==> config.mk <==
export PLATFORM = sky130hd
export DESIGN_NAME = snake_step_ctrl
export DESIGN_NICKNAME = d
export VERILOG_FILES = /design/src/rtl/snake_step_ctrl.sv
export SDC_FILE = /design/constraint.sdc
export NUM_CORES = 1
export LEC_CHECK = 0
export ABC_CLOCK_PERIOD_IN_PS = 4200
export BUFFER_PORTS_ARGS = -buffer_cell sky130_fd_sc_hd__buf_2
export CAP_MARGIN = 10
export CORE_MARGIN = 1.5
export CORE_UTILIZATION = 55
export CTS_BUF_LIST = sky130_fd_sc_hd__clkbuf_16
export CTS_CLUSTER_SIZE = 16
export DETAILED_ROUTE_END_ITERATION = 16
export GPL_TIMING_DRIVEN = 0
export HOLD_SLACK_MARGIN = 0.05
export PLACE_DENSITY = 0.9
export SYNTH_ARGS = -nofsm -noshare
export SYNTH_HDL_FRONTEND = slang
export SYNTH_SLANG_ARGS = --single-unit
==> constraint.sdc <==
create_clock -name i_Clk -period 4.2 [get_ports i_Clk]
set_input_delay 0.21 -clock i_Clk [delete_from_list [all_inputs] [get_ports i_Clk]]
set_output_delay 0.21 -clock i_Clk [all_outputs]
set_load 0.005 [all_outputs]
==> src/rtl/snake_step_ctrl.sv <==
// Snake move-step controller: keeps the body as a ring in external RAM, checks the new head
// against the walls and the body, then commits the move and requests a new item when eaten.
module snake_step_ctrl #(
    parameter int unsigned MAX_SIZE = 100,
    parameter int unsigned XSIZE    = 48,
    parameter int unsigned YSIZE    = 64,
    parameter int unsigned DEF_SIZE = 3
) (
    input  logic        i_Clk,
    input  logic        i_Rst,
    input  logic        i_Step,
    input  logic [5:0]  i_Head_x,
    input  logic [5:0]  i_Head_y,
    input  logic [5:0]  i_Item_x,
    input  logic [5:0]  i_Item_y,
    output logic [6:0]  o_Ram_Addr,
    output logic        o_Ram_We,
    output logic [11:0] o_Ram_Wdata,
    input  logic [11:0] i_Ram_Rdata,
    output logic        o_Item_Req,
    input  logic        i_Item_Ack,
    output logic [6:0]  o_Size,
    output logic        o_Busy,
    output logic        o_Done,
    output logic        o_Eat,
    output logic        o_GameOver
);

    typedef enum logic [3:0] {
        StInit, StIdle, StWall, StScan, StWait, StWrite, StItem, StDone, StOver
    } state_e;

    state_e      state_q, state_d;
    logic [6:0]  cnt_q, cnt_d;
    logic [6:0]  hptr_q, hptr_d;
    logic [6:0]  size_q, size_d;
    logic [11:0] head_q, head_d;
    logic        eat_q, eat_d;
    logic        rd_valid_q;

    logic [6:0]  n_reads;
    logic [6:0]  hptr_inc;
    logic [6:0]  rd_addr;
    logic        hit;
    logic        wall;

    assign n_reads  = eat_q ? size_q : size_q - 7'd1;
    assign hptr_inc = (hptr_q == 7'(MAX_SIZE - 1)) ? 7'd0 : hptr_q + 7'd1;
    // 7-bit wrap is harmless here: the true result always lies in 0..MAX_SIZE-1.
    assign rd_addr  = (hptr_q >= cnt_q) ? hptr_q - cnt_q : hptr_q + 7'(MAX_SIZE) - cnt_q;
    // Read data lands one cycle after its address, so compare against the previous read.
    assign hit      = rd_valid_q && (i_Ram_Rdata == head_q);
    assign wall     = (head_q[11:6] == 6'd0) || (head_q[5:0] == 6'd0) ||
                      (head_q[11:6] == 6'(XSIZE - 1)) || (head_q[5:0] == 6'(YSIZE - 1));

    always_ff @(posedge i_Clk or posedge i_Rst) begin
        if (i_Rst) begin
            state_q    <= StInit;
            cnt_q      <= 7'd0;
            hptr_q     <= 7'd0;
            size_q     <= 7'(DEF_SIZE);
            head_q     <= 12'd0;
            eat_q      <= 1'b0;
            rd_valid_q <= 1'b0;
        end else begin
            state_q    <= state_d;
            cnt_q      <= cnt_d;
            hptr_q     <= hptr_d;
            size_q     <= size_d;
            head_q     <= head_d;
            eat_q      <= eat_d;
            rd_valid_q <= (state_q == StScan);
        end
    end

    always_comb begin
        state_d     = state_q;
        cnt_d       = cnt_q;
        hptr_d      = hptr_q;
        size_d      = size_q;
        head_d      = head_q;
        eat_d       = eat_q;
        o_Ram_Addr  = 7'd0;
        o_Ram_We    = 1'b0;
        o_Ram_Wdata = 12'd0;
        o_Item_Req  = 1'b0;
        o_Done      = 1'b0;
        o_Eat       = 1'b0;

        unique case (state_q)
            StInit: begin
                // Held in INIT by reset, so the write strobe must not leak out during reset.
                o_Ram_We    = ~i_Rst;
                o_Ram_Addr  = cnt_q;
                o_Ram_Wdata = {6'd24, 6'd30 + cnt_q[5:0]};
                if (cnt_q == 7'(DEF_SIZE - 1)) begin
                    cnt_d   = 7'd0;
                    hptr_d  = 7'(DEF_SIZE - 1);
                    state_d = StIdle;
                end else begin
                    cnt_d = cnt_q + 7'd1;
                end
            end
            StIdle: begin
                if (i_Step) begin
                    head_d  = {i_Head_x, i_Head_y};
                    eat_d   = (i_Head_x == i_Item_x) && (i_Head_y == i_Item_y);
                    state_d = StWall;
                end
            end
            StWall: begin
                cnt_d   = 7'd0;
                state_d = wall ? StOver : StScan;
            end
            StScan: begin
                o_Ram_Addr = rd_addr;
                if (hit) begin
                    state_d = StOver;
                end else if (cnt_q == n_reads - 7'd1) begin
                    state_d = StWait;
                end else begin
                    cnt_d = cnt_q + 7'd1;
                end
            end
            StWait: begin
                state_d = hit ? StOver : StWrite;
            end
            StWrite: begin
                hptr_d      = hptr_inc;
                o_Ram_We    = 1'b1;
                o_Ram_Addr  = hptr_inc;
                o_Ram_Wdata = head_q;
                if (eat_q && (size_q < 7'(MAX_SIZE))) begin
                    size_d = size_q + 7'd1;
                end
                state_d = eat_q ? StItem : StDone;
            end
            StItem: begin
                o_Item_Req = 1'b1;
                if (i_Item_Ack) begin
                    state_d = StDone;
                end
            end
            StDone: begin
                o_Done  = 1'b1;
                o_Eat   = eat_q;
                state_d = StIdle;
            end
            StOver: begin
                state_d = StOver;
            end
            default: begin
                state_d = StInit;
            end
        endcase
    end

    assign o_Size     = size_q;
    assign o_Busy     = !((state_q == StIdle) || (state_q == StOver));
    assign o_GameOver = (state_q == StOver);

endmodule
**Word level (Yosys, flattened, before mapping)**

Index checks and enable logic that the tools add are counted.

- Flip-flop bits (word level): 39
- Bits in latches: 0
- RAM bits: 0
- Memory bits (read-only): 0
- Input bits: 40
- Output and inout port bits: 32
- Logic and storage cells: 83
- Memories: 0

- Add/sub/neg operators: 9
- Multipliers: 0
- Div/mod/pow operators: 0
- Order comparisons: 2
- Equal/unequal tests: 22
- Shift-type cells: 0
- Multiplexer cells: 24
- Bitwise gates (word level): 1
- Reductions and logical operators: 18

Operators with widths:

| cell | number |
|---|---|
| $mux 7 | 7 |
| $pmux 7 s3 | 2 |
| $pmux 4 s9 | 1 |
| $mux 4 | 7 |
| $pmux 12 s2 | 1 |
| $add 7x1->7 const B | 3 |
| $eq 4x3->1 const B | 4 |
| $pmux 7 s2 | 1 |
| $sub 7x1->7 const B | 2 |
| $sub 7x7->7 | 2 |
| $eq 12x12->1 | 1 |
| $eq 6x6->1 | 2 |
| $eq 6x6->1 const B | 2 |
| $logic_not 6->1 | 2 |
| $ne 2x2->1 const B | 5 |
| $eq 4x2->1 const B | 2 |
| $add 7x7->7 const B | 1 |
| $eq 7x2->1 const B | 1 |
| $eq 7x7->1 | 1 |
| $eq 7x7->1 const B | 1 |
| $ge 7x7->1 | 1 |
| $lt 7x7->1 const B | 1 |
| $add 5x6->6 const A | 1 |
| $reduce_and 2->1 | 3 |
| 14 further kinds | 22 |

**Depth between registers and ports, before layout**

Gate-level depths: netlist of run 1.

- Depth in word-level cells: 7
- Mapped depth: 13

**Least setup slack after synthesis of run 1**

No wires, ideal clock.

- Kind: register to register
- Start point: register size_q[0] (netlist: o_Size[0])
- End point: register cnt_q[6]
- Data arrival time: 3,008 ps
- Slack: 1,073 ps
- Cell stages (with the launch flop): 13
- Period minus slack after synthesis: 3,127 ps
- Path through: dfstp_2 > clkbuf_1 > inv_1 > ha_1 > mux2_2 > ha_1 > a211oi_1 > nor3b_1 > o2111a_1 > nor3_4 > nor2_4 > o31a_1 > o21a_1

- Word-level cells in the longest chain between the ends: 6

Ends and longest elaborated chain:

| what | RTL line | text |
|---|---|---|
| start: declaration | 36 | `logic [6:0] size_q, size_d;` |
| start signal: assignment | 61 | `size_q <= 7'(DEF_SIZE);` |
| start signal: assignment | 69 | `size_q <= size_d;` |
| $sub 7x1->7 | 47 | `assign n_reads = eat_q ? size_q : size_q - 7'd1;` |
| $mux 7 (*) | 47 |  |
| $sub 7x1->7 (*) | 119 | `end else if (cnt_q == n_reads - 7'd1) begin` |
| $eq 7x7->1 (*) | 119 |  |
| $ne 2x2->1 (no source line) (*) | -- |  |
| $reduce_and 3->1 (no source line) (*) | -- |  |
| end signal: assignment | 67 | `cnt_q <= cnt_d;` |
| end: declaration | 34 | `logic [6:0] cnt_q, cnt_d;` |

Every way passes the cells marked *; elsewhere a longest branch is shown, timed or not.
A chain may end at the register's enable or synchronous reset.

**Worst setup path after layout of run 1**

- Start point: register cnt_q[1]
- End point: output o_Ram_Addr[6]

- Word-level cells in the longest chain between the ends: 3
- Elaborated cells between the ends (all ways): 5

Ends and longest elaborated chain:

| what | RTL line | text |
|---|---|---|
| $sub 7x7->7 / $ge 7x7->1 (equally long branches) | 50 | `assign rd_addr = (hptr_q >= cnt_q) ? hptr_q - cnt_q : hptr_q + 7'(MAX_SIZE) - cnt_q;` |
| $mux 7 (*) | 50 |  |
| $pmux 7 s3 (*) | 90 | `unique case (state_q)` |
| end: declaration | 16 | `output logic [6:0] o_Ram_Addr,` |

Marks and branches as above.

==> flow_summary_export.csv, run 1 <==
group,metric,value,unit
timing,setup_violations,0,
setup_path,end_kind,"primary output",
global_routing,grt_use_met1,35.9,%
pwr,clkPwrFrac,46.2,%
finish,drive_above_1_share,21.1,%
setup_path,r2r_end,"state_q[1]$_DFFE_PP0P_",
global_routing,overflow,0,
yosys,synth.distinct_cells,59,
yosys,ys_top_cells_by_area,"dfrtp_1, xnor2_1, ha_1, o21ai_0, xor2_1",
clocking,ctsResizeCount,0,
die,die_h,84.0,um
timing,rsz0062_at_grt,"no",
global_routing,grt_use_met3,4.15,%
pwr,switchingPower,177,uW
global_routing,busiest_layer,"met2",
timing,period_share,86.2,%
pwr,p_leak,0.00201,uW
drt,drt.antenna.violating_nets,0,
drt,drc,0,
yosys,synth_top_cell_area_share,25.7,%
pwr,p_sw_share,22.4,%
die,start_util,56.8,%
finish,syn_to_final_growth,16.3,%
setup_path,crit_end,"o_Ram_Addr[6]",
finish,antenna_cells,0,
setup_path,arrival,3.41,ns
timing,tns,0,ns
pwr,ir_drop,0.187,mV
global_routing,grtUsageTotal,27.0,%
yosys,syn_area,3610,um^2
drt,drt-total-wl,9370,um
yosys,synth-main-ff-cell,"dfrtp_1",
global_routing,grt_use_met2,45.0,%
min_path,hp-class,"in -> async",
place,finalWeightedCongestion,0.911,
yosys,yosysWarnings,0,
timing,setup_slack,0.578,ns
global_routing,grt_pass1_vias,3359,
clocking,h-tree-depth,2,
setup_path,worst-endpoint-required,3.99,ns
timing,drv_slew,0,
finish,nets,572,
timing,layout_min_cycle_time,3.62,ns
pwr,powerDensity,188,nW/um^2
clocking,tritoncts,"yes",
setup_path,rr_worst_depth,12,
pwr,internal-power,612,uW
clocking,cts_hold_buf,0,
timing,skew,0.00434,ns
die,core,6350,um^2
setup_path,crit_fanout,8,
clocking,cts-root-buf,"clkbuf_16",
clocking,cts_buffers,5,
timing,hold_viol,0,
clocking,cts_buffer_depth,2,
yosys,synth_nets,494,
die,io_pins,72,
die,die_width,84.0,um
clocking,clk_pin_slew_worst_paths,0.06,ns
die,rows,29,
setup_path,startpoint,"cnt_q[1]$_DFFE_PP0P_",
global_routing,grt_pass1_wl,15600,um
job,max_cap_violations,0,
place,dp_slack,0.738,ns
clocking,cts_sinks,39,
drt,drt_iter0_drc,211,
drt,viasPerCell,6.01,
timing,maxSlewHeadroom,38.2,%
place,hpwl,7210,um
setup_path,r2r-start,"o_Size[0]$_DFFE_PP1P_",
yosys,ys_seq_area_share,27.1,%
clocking,post_cts_buffers,0,
die,dieArea,7050,um^2
yosys,syn_avg_cell_area,8.45,um^2
yosys,syn_inst,427,
status,status,"completed",
setup_path,startpoint_type,"register",
yosys,synth_edf_count,0,
global_routing,grt_max_degree,40,
drt,drt_first_pass_iters,5,
pwr,power_frac_seq,47.6,%
timing,max_freq,276,MHz
timing,worst_slew_pin_slew,0.921,ns
yosys,yosysTopAreaCell,"dfrtp_1",
place,portBuffers,71,
setup_path,worstSetupPathType,"reg -> out",
yosys,ys_ff_latch,39,
clocking,clock_latency,0.29,ns
yosys,synthArstFlopShare,100,%
global_routing,antenna_found_initial,0,
drt,dr_total_vias,3505,
drt,wl_per_cell,16.1,um
setup_path,rrSetupSlack,0.70,ns
pwr,pwr-share-comb,6.2,%
==> area by class of cell <==
type | count | area (um^2)
multi-input cells | 345 | 2450
fillers | 520 | 2150
flip-flops and latches | 39 | 978
repair buffers | 71 | 355
clock buffers | 5 | 125
well taps | 77 | 96.3
inverters | 25 | 93.8
plain buffers | 18 | 83.8
clock inverters | 3 | 11.3
==> power by group through the flow <==
stage / combinational, uW / clock, uW / sequential (uW)
2_1_floorplan: 20.8 / 0 / 383
3_3_place_gp: 47.6 / 0 / 383
3_5_place_dp: 49.6 / 0 / 383
4_1_cts: 50.0 / 363 / 376
5_1_grt: 54.7 / 384 / 376
6_report: 49.2 / 364 / 376
==> logic make-up after synthesis <==
group / share of synthesized area, %
simple gates: 22.2
compound gates: 15.2
xor+xnor: 15.3
buf+inv: 4.93
flops: 27.1
fa+ha+maj: 10.4
mux: 4.89
==> metal layers <==
metal	up-vias	share of wire, %
met3	22	7.5
met5	-	0
li1	1666	-
met4	0	2.4
met1	1635	41
met2	182	49
==> cells in the final DEF, fill, tap and decap left out, types with 6 or more instances in the layout <==
cell,n
a21oi_1,14
and3_1,6
buf_2,75
clkbuf_1,12
dfrtp_1,37
ha_1,22
inv_1,25
mux2_2,13
nand2_1,44
nand2b_1,6
nand3_1,13
nand4_1,7
nor2_1,28
nor3_1,9
nor4_1,8
o21ai_0,36
xnor2_1,44
xor2_1,19
==> critical path, cell delays in order, from the launching register on <==
cell	delay [ns]
dfrtp_1	0.52
inv_1	0.21
ha_1	0.29
inv_1	0.08
fa_1	0.15
o21ai_0	0.12
nand3_1	0.12
nand2_1	0.10
a211o_1	0.30
a21oi_1	0.57
mux2i_1	0.29
xnor2_1	0.15
o21ai_0	0.10
buf_2	0.14
==> cells in the mapped netlist, drive strengths merged, types with 2 or more instances <==
library cell / count
ha: 22
or4: 5
nor2b: 5
mux2i: 3
a311oi: 2
a21oi: 14
nand3: 13
a31oi: 4
nand4: 7
o31ai: 3
and3: 8
nor2: 29
fa: 5
nor4: 9
and4: 2
o221ai: 5
nor3: 10
xor2: 19
nand2b: 6
mux2: 13
nand2: 44
o31a: 2
o211ai: 3
o21ai: 36
or3: 5
dfstp: 2
xnor2: 44
clkbuf: 12
a211oi: 2
nor4b: 2
or2: 3
dfrtp: 37
o21a: 3
a21o: 3
inv: 25
buf: 6
==> how the worst min path moves through the flow <==
stage                startpoint                     end  slack, ns
floorplan           i_Head_y[0]   head_q[0]$_DFFE_PP0P_       0.36
global placement    i_Head_x[4]  head_q[10]$_DFFE_PP0P_       0.47
detailed placement        i_Rst   o_Size[2]$_DFFE_PP0P_       0.44
CTS                       i_Rst    cnt_q[1]$_DFFE_PP0P_       0.14
global route        i_Head_y[4]   head_q[4]$_DFFE_PP0P_       0.19
finish                    i_Rst   head_q[4]$_DFFE_PP0P_       0.10
==> per-stage QoR <==
stage | std cells | hold WS [ns] | total power (uW) | utilization [%] | area (um^2)
2_1_floorplan | 427 | 0.361 | 403 | - | 3610
3_3_place_gp | 575 | 0.469 | 430 | 63.9 | 4060
3_5_place_dp | 575 | 0.443 | 432 | 63.9 | 4060
4_1_cts | 583 | 0.140 | 789 | 66.1 | 4200
5_1_grt | 583 | 0.187 | 815 | 66.1 | 4200
6_report | 583 | 0.102 | 789 | 66.1 | 4200
==> sequential cells by signal (all words and copies together), names as in the netlist <==
signal / count
rd_valid_q: 1
state_q: 4
cnt_q: 7
o_Size: 7
eat_q: 1
hptr_q: 7
head_q: 12
Note: power is estimated with default switching activity, not from simulation.
==> run 2, diff against run 1 <==
--- a/config.mk
+++ b/config.mk
@@ -8,14 +8,17 @@
 export ABC_CLOCK_PERIOD_IN_PS = 4200
 export BUFFER_PORTS_ARGS = -buffer_cell sky130_fd_sc_hd__buf_2
 export CAP_MARGIN = 10
+export CELL_PAD_IN_SITES_DETAIL_PLACEMENT = 0
+export CELL_PAD_IN_SITES_GLOBAL_PLACEMENT = 1
 export CORE_MARGIN = 1.5
-export CORE_UTILIZATION = 55
+export CORE_UTILIZATION = 42
 export CTS_BUF_LIST = sky130_fd_sc_hd__clkbuf_16
 export CTS_CLUSTER_SIZE = 16
 export DETAILED_ROUTE_END_ITERATION = 16
 export GPL_TIMING_DRIVEN = 0
 export HOLD_SLACK_MARGIN = 0.05
-export PLACE_DENSITY = 0.9
+export PLACE_DENSITY = 0.92
+export SKIP_LAST_GASP = 1
 export SYNTH_ARGS = -nofsm -noshare
 export SYNTH_HDL_FRONTEND = slang
 export SYNTH_SLANG_ARGS = --single-unit
==> run 2 against run 1 <==
  * Routed wire length decreased by 1.0%
  * Non-clock buffer count stayed put
  * Die area increased by 30%
  * Clock power decreased by 1%
  * Fmax down 0.27%
  * Worst hold slack better by 0.0074 ns
  * Clock skew shrank 0.00095 ns
  * Critical path depth unchanged
  * Global-route usage shrank 6.1 points
  * Sequential cell count unchanged
  * Sequential power hardly changed
  * Critical endpoint unchanged
  * Largest cell class unchanged
  * Largest power group unchanged
==> flow_summary_export.csv, run 2 (synthesis results as in run 1) <==
group,metric,value,unit
drt,wl_per_cell,15.2,um
timing,setup_violations,0,
place,finalWeightedCongestion,0.871,
finish,final_common_cell,"buf_2",
place,portBuffers,71,
clocking,cts_buffers,5,
timing,period_share,86.5,%
global_routing,grt_pass1_vias,3154,
die,die_width,95.7,um
pwr,ir_drop,0.159,mV
setup_path,end_kind,"primary output",
clocking,clk_pin_slew_worst_paths,0.06,ns
clocking,cts_hold_buf,0,
pwr,p_leak,0.00201,uW
setup_path,critPathBufInv,3,
global_routing,grt_max_degree,40,
timing,rsz0062_at_grt,"no",
finish,nets,572,
timing,worst_slew_pin_slew,0.887,ns
timing,tns,0,ns
timing,maxSlewHeadroom,40.4,%
clocking,ctsResizeCount,0,
die,dieArea,9150,um^2
finish,drive_above_1_share,21.1,%
timing,skew,0.00339,ns
setup_path,r2r_end,"state_q[1]$_DFFE_PP0P_",
drt,drc,0,
setup_path,rr_worst_depth,12,
setup_path,path_cells,"inv_1 -> ha_1 -> inv_1 -> fa_1 -> o21ai_0 -> nand3_1 -> nand2_1 -> a211o_1 -> a21oi_1 -> mux2i_1 -> xnor2_1 -> o21ai_0 -> buf_2",
clocking,cts-root-buf,"clkbuf_16",
drt,dr_total_vias,3375,
pwr,finalPower,784,uW
clocking,cts_sinks,39,
die,die_h,95.7,um
pwr,powerDensity,185,nW/um^2
clocking,tritoncts,"yes",
finish,largest_reg_flops,12,
die,start_util,43.7,%
drt,drt.antenna.violating_nets,0,
setup_path,arrival,3.42,ns
global_routing,antenna_found_initial,0,
timing,layout_min_cycle_time,3.63,ns
timing,whs,0.109,ns
die,io_pins,72,
timing,drv_slew,0,
clocking,h-tree-depth,2,
finish,regMostFlops,"head_q",
clocking,post_cts_buffers,0,
global_routing,grt_pass1_wl,15000,um
setup_path,critPathSlowestCell,"a21oi_1",
setup_path,worst-endpoint-required,3.99,ns
setup_path,crit_family,"compound AO/OA/AOI/OAI gates",
finish,antenna_cells,0,
drt,drt_first_pass_iters,4,
die,core,8260,um^2
clocking,cts_buffer_depth,2,
finish,final_cell_mix,"buf_2, nand2_1, xnor2_1",
place,hpwl,7360,um
setup_path,rrSetupSlack,0.64,ns
timing,max_freq,275,MHz
drt,drt_iter0_drc,229,
job,max_cap_violations,0,
setup_path,r2r-start,"o_Size[0]$_DFFE_PP1P_",
setup_path,startpoint_type,"register",
min_path,hp-class,"in -> async",
setup_path,worstSetupPathType,"reg -> out",
drt,drt-total-wl,9270,um
global_routing,grtUsageTotal,20.8,%
finish,syn_to_final_growth,17.3,%
die,rows,33,
drt,viasPerCell,5.52,
status,status,"completed",
timing,hold_viol,0,
setup_path,crit_fanout,8,
setup_path,crit_path_max_incr_delay,0.57,ns
global_routing,overflow,0,
clocking,clock_latency,0.28,ns
run 2: final cells by class:
type,instances,area (um^2)
tap,105,131
multi-input combinational,345,2450
sequential,39,978
inverter,25,93.8
clock inverter,3,11.3
buffer,18,83.8
fill,789,4030
clock buffer,5,125
timing repair buffer,71,355
run 2: worst max path at each step:
stage                          startpoint                     end  slack [ns]  cells past startpoint
finish               cnt_q[1]$_DFFE_PP0P_           o_Ram_Addr[6]        0.57                     13
global route         cnt_q[2]$_DFFE_PP0P_           o_Ram_Addr[6]        0.29                     12
global placement    o_Size[0]$_DFFE_PP1P_    cnt_q[5]$_DFFE_PP0P_        0.81                     12
floorplan           o_Size[0]$_DFFE_PP1P_    cnt_q[6]$_DFFE_PP0P_        1.07                     12
CTS                  cnt_q[1]$_DFFE_PP0P_           o_Ram_Addr[6]        0.54                     13
detailed placement  o_Size[0]$_DFFE_PP1P_  state_q[1]$_DFFE_PP0P_        0.72                     12
run 2: per-stage QoR:
stage / instances / util [%] / setup WS (ns) / area [um^2]
floorplan: 427 / - / 1.07 / 3610
global placement: 603 / 49.6 / 0.809 / 4090
detailed placement: 603 / 49.6 / 0.718 / 4090
CTS: 611 / 51.2 / 0.536 / 4230
global route: 611 / 51.2 / 0.286 / 4230
finish: 611 / 51.2 / 0.568 / 4230
run 2: power breakdown:
group / internal (uW) / total [uW] / switching, uW
clock network: 214 / 359 / 145
logic: 22.6 / 48.9 / 26.2
registers: 376 / 376 / 0
run 2: layer usage:
metal / up-vias / routed length [um] / GRT usage, %
met4: 0 / 128 / 4.66
met5: - / 0 / 0
met1: 1589 / 4410 / 27.5
met3: 12 / 450 / 3.59
li1: 1670 / - / -
met2: 104 / 4290 / 35.4
